## src/rtl/fifo_rd_ctrl.sv

```systemverilog
// Read-side controller of an asynchronous FIFO: synchronizes the write pointer,
// pops words into a registered output stage and reports a conservative fill level.
module fifo_rd_ctrl #(
  parameter int unsigned data_width = 8,
  parameter int unsigned addr_width = 4
) (
  input  logic                  rd_clk,
  input  logic                  rd_rst,
  input  logic [addr_width:0]   w_ptr_gray,
  input  logic [data_width-1:0] rd_data_mem,
  input  logic                  out_ready,
  output logic [addr_width-1:0] rd_address,
  output logic                  rd_inc,
  output logic [addr_width:0]   rd_ptr_gray,
  output logic                  empty_flag,
  output logic                  out_valid,
  output logic [data_width-1:0] out_data,
  output logic [addr_width:0]   fill_level
);

  localparam int unsigned PW = addr_width + 1;

  function automatic logic [PW-1:0] bin2gray(input logic [PW-1:0] b);
    return b ^ (b >> 1);
  endfunction

  // Binary value is the XOR of every right shift of the Gray code.
  function automatic logic [PW-1:0] gray2bin(input logic [PW-1:0] g);
    logic [PW-1:0] b;
    b = g;
    for (int i = 1; i < int'(PW); i++) begin
      b = b ^ (g >> i);
    end
    return b;
  endfunction

  logic [PW-1:0]         wq1_q, wq1_d;
  logic [PW-1:0]         wq2_q, wq2_d;
  logic [PW-1:0]         rd_bin_q, rd_bin_d;
  logic [PW-1:0]         rd_ptr_gray_q, rd_ptr_gray_d;
  logic [data_width-1:0] out_data_q, out_data_d;
  logic                  out_valid_q, out_valid_d;
  logic [PW-1:0]         fill_level_q, fill_level_d;
  logic                  empty_c;
  logic                  pop_c;

  always_ff @(posedge rd_clk or posedge rd_rst) begin
    if (rd_rst) begin
      wq1_q         <= '0;
      wq2_q         <= '0;
      rd_bin_q      <= '0;
      rd_ptr_gray_q <= '0;
      out_data_q    <= '0;
      out_valid_q   <= 1'b0;
      fill_level_q  <= '0;
    end else begin
      wq1_q         <= wq1_d;
      wq2_q         <= wq2_d;
      rd_bin_q      <= rd_bin_d;
      rd_ptr_gray_q <= rd_ptr_gray_d;
      out_data_q    <= out_data_d;
      out_valid_q   <= out_valid_d;
      fill_level_q  <= fill_level_d;
    end
  end

  always_comb begin
    wq1_d         = w_ptr_gray;
    wq2_d         = wq1_q;
    rd_bin_d      = rd_bin_q;
    rd_ptr_gray_d = rd_ptr_gray_q;
    out_data_d    = out_data_q;
    out_valid_d   = out_valid_q;
    fill_level_d  = gray2bin(wq2_q) - rd_bin_q;

    empty_c = (rd_ptr_gray_q == wq2_q);
    // Refill the output stage whenever it is empty or being drained this cycle.
    pop_c   = !empty_c && (!out_valid_q || out_ready);

    if (pop_c) begin
      out_data_d    = rd_data_mem;
      out_valid_d   = 1'b1;
      rd_bin_d      = rd_bin_q + PW'(1);
      rd_ptr_gray_d = bin2gray(rd_bin_q + PW'(1));
    end else if (out_valid_q && out_ready) begin
      out_valid_d = 1'b0;
    end
  end

  assign rd_address  = rd_bin_q[addr_width-1:0];
  assign rd_inc      = pop_c;
  assign rd_ptr_gray = rd_ptr_gray_q;
  assign empty_flag  = empty_c;
  assign out_valid   = out_valid_q;
  assign out_data    = out_data_q;
  assign fill_level  = fill_level_q;

endmodule
```

## config.mk

```make
export PLATFORM = sky130hd
export DESIGN_NAME = fifo_rd_ctrl
export DESIGN_NICKNAME = d
export VERILOG_FILES = /design/src/rtl/fifo_rd_ctrl.sv
export SDC_FILE = /design/constraint.sdc
export NUM_CORES = 1
export LEC_CHECK = 0
export ABC_AREA = 1
export BUFFER_PORTS_ARGS = -buffer_cell sky130_fd_sc_hd__buf_4
export CAP_MARGIN = 20
export CORE_UTILIZATION = 52
export CTS_CLUSTER_DIAMETER = 40
export DETAILED_ROUTE_END_ITERATION = 12
export PLACE_DENSITY_LB_ADDON = 0.15
export SYNTH_ARGS = -nofsm -noshare
export SYNTH_HDL_FRONTEND = slang
export SYNTH_SLANG_ARGS = --single-unit
```

## constraint.sdc

```tcl
create_clock -name rd_clk -period 3 [get_ports rd_clk]
set_clock_uncertainty 0.1 [all_clocks]
set_input_delay 0.45 -clock rd_clk [delete_from_list [all_inputs] [get_ports rd_clk]]
set_output_delay 0.45 -clock rd_clk [all_outputs]
set_load 0.005 [all_outputs]
```

==> metrics.md <==
| Metric | Value |
|---|---|
| Gr ovfl total | `0` |
| Pin count of the biggest net entering global routing | `34` |
| Pwr dens | `861.2 mW/mm2` |
| Final Hold Viols | `0` |
| First drt pass iteration count | `9` |
| Max_cap viols | `0` |
| WL final | `3119 um` |
| Synth warn | `0` |
| Die Height | `57.93 um` |
| Leakage Power | `0.001105 uW` |
| Initial DRC Count | `73` |
| NetSw | `673.6 uW` |
| Port bufs | `40` |
| DRC | `2` |
| Crit Path Category | `reg -> reg` |
| Failing checks | `DRC` |
| Commonest cells post-synth | `nand2_1, dfrtp_1, inv_1, nand3_1, nand2_2` |
| Run status | `finished with violations` |
| XOR/XNOR Fraction of Synth Area | `6.385%` |
| Post-Synthesis Cells | `179` |
| Crit. Startpoint | `wq2_q[3]` |
| # IOs | `41` |
| VDD IR max | `0.4638 mV` |
| Async set-reset flop share out of synthesis | `100.0%` |
| Fin crit share | `78.99%` |
| Post CTS Setup Buffer Count | `0` |
| Synth Flop Type | `dfrtp_1` |
| Multiplexer share of the synthesized area | `0%` |
| CTS root buf | `clkbuf_4` |
| Least-Margin Pin Slew | `0.4032 ns` |
| Worst EP required | `3.16 ns` |
| Post-synth net total | `201` |
| Reg-to-reg critical path startpoint | `wq2_q[3]` |
| Data arrival, critical path | `2.53 ns` |
| DR vias | `1286` |
| Hold_buf cts | `0` |
| Die area | `0.003356 mm2` |
| Synth cell types | `22` |
| Setup tns final | `0 ns` |
| Die X | `57.93 um` |
| Initial antenna violation count | `0` |
| Comb pwr share | `44.9%` |
| Placer Congestion | `0.8561` |
| CTS clock-pin slew for the worst setup and hold paths | `0.10 ns` |
| DRT antenna net count | `0` |
| Synth Area in Compound Gates | `1.231%` |
| Synth Area in Simple Gates | `28.54%` |
| Synth Area in Adders | `5.077%` |
| Fin nets | `245` |
| CTS tree | `built` |
| Switching share of power | `39.41%` |
| Cts repair resizes | `0` |
| Cell taking the most area after synthesis | `dfrtp_1` |
| Tmin final | `2.370 ns` |
| Fmax | `0.4220 GHz` |
| Total track usage | `22.10%` |
| Clock tree sinks | `33` |
| WL/cell | `12.23 um` |
| WHS | `0.09496 ns` |
| Detailed-route vias per instance | `5.043` |
| Yosys top cell area share | `50.77%` |
| Worst-case clock buffer depth | `2` |
| Clock share of power | `13.5%` |
| Finish-stage setup viols | `0` |
| Worst rel slew slack | `73.12%` |
| Htree depth | `2` |
| Area growth from synthesis to layout | `22.00%` |
| Most common cell in the synthesized netlist | `nand2_1` |
| Post-synth EDFFs | `0` |
| Synth Cell Area | `0.001627 mm2` |
| Synth area leaders | `dfrtp_1, nand2_1, nand3_1` |
| Yosys reg bits | `33` |
| Worst-Skew Late Latency | `0.33 ns` |
| Startpoint Class | `flip-flop` |
| Worst Path Max Fanout | `3` |
| Post-DP HPWL | `2212 um` |
| Core area | `0.002853 mm2` |
| Initial Util | `57.02%` |
| Vias in the first global route | `1271` |
| Row Count | `19` |
| CP endpoint kind | `flip-flop` |
| Min-Delay Path Class | `in -> async` |
| Num CTS Buffers | `5` |
| Synthesized area per cell | `9.087 um2` |
| Unrepaired setup endpoints after global routing | `false` |
| Share of cells above drive strength 1 | `29.02%` |
| First-pass GRT wire length | `5423 um` |
| Int Power | `1035 uW` |
| Max Slew Vio Count | `0` |
| Sequential share of power | `41.6%` |
| Sequential fraction of the synthesis area | `50.77%` |
| Inserted Diodes | `0` |
| Combinational family with the most area after synthesis | `simple AND/OR/NAND/NOR gates` |
==> final cells by class <==
cell class / count / area [um2]
Multi-Input combinational cell: 118 / 670.6
Timing Repair Buffer: 41 / 307.8
Inverter: 24 / 90.09
Clock buffer: 6 / 41.29
Tap cell: 31 / 38.79
Clock inverter: 2 / 10.01
Sequential cell: 33 / 825.8
Fill cell: 221 / 868.3
==> flip-flops by register name (all words and copies together), names as in the netlist <==
signal / cells
out_data: 8
fill_level: 5
out_valid: 1
rd_bin_q: 5
wq2_q: 5
wq1_q: 5
rd_ptr_gray: 4
==> critical path, cell delays in order, from the launching register on <==
cell     delay (ns)
dfrtp_1        0.42
xor2_1         0.29
xor2_1         0.21
inv_1          0.08
nand2_1        0.07
nand2_1        0.07
ha_1           0.21
fa_1           0.42
o21ai_0        0.27
xor2_1         0.16
==> cells in the final DEF, fill, tap and decap left out, types with 2 or more instances in the layout <==
cell,instances
clkinv_2,2
xnor2_1,4
nor2_4,2
nand2_2,8
buf_4,41
clkbuf_4,5
a21oi_1,2
ha_1,5
o21ai_0,2
nor2_1,3
nand4_1,4
xor2_1,6
inv_2,4
nand3_1,20
nand2_1,58
inv_1,20
dfrtp_1,33
==> metrics by stage <==
| step | cell area (um2) | setup slack (ns) | power [uW] | util, % | instances |
|---|---|---|---|---|---|
| floorplan | 1627 | 0.8847 | 1191 | - | 179 |
| global placement | 1933 | 0.8321 | 1446 | 67.76 | 247 |
| detailed placement | 1933 | 0.7124 | 1480 | 67.76 | 247 |
| CTS | 1984 | 0.6227 | 1725 | 69.56 | 255 |
| global route | 1984 | 0.4663 | 1857 | 69.56 | 255 |
| finish | 1984 | 0.6302 | 1709 | 69.56 | 255 |
==> power groups by stage <==
stage	combinational (uW)	clock, uW	sequential [uW]
2_1_floorplan	502	0	689
3_3_place_gp	735	0	711
3_5_place_dp	760	0	720
4_1_cts	769	244	712
5_1_grt	864	264	728
6_report	768	231	710
==> routing by layer <==
layer | global-route usage (%) | part of all wire, % | routed length (um)
met1 | 25.89 | 42 | 1305
met2 | 37.77 | 52 | 1622
met3 | 4.911 | 4.4 | 138
met4 | 11.90 | 1.7 | 52
met5 | 0 | 0 | 0
==> cells by family (layout without fill, tap and decap cells) <==
family                   after synthesis  count (layout)
AND/OR/NAND/NOR                       97              97
flip-flops                            33              33
buffers and inverters                 28              73
XOR/XNOR                              11              11
adder cells (fa/ha/maj)                6               6
AO/OA/AOI/OAI                          4               4
==> worst paths after layout <==
path                                  end  slack, ns  depth (start not counted)
min                        rd_ptr_gray[3]       0.09                          3
min in group rd_clk              wq1_q[4]       0.12                          1
min reg2reg                      wq2_q[3]       0.25                          0
max reg2reg                 fill_level[4]       0.63                          9
max in group asynchronous   fill_level[4]       2.41                          3
max                         fill_level[4]       0.63                          9
Note: power is estimated with default switching activity, not from simulation.
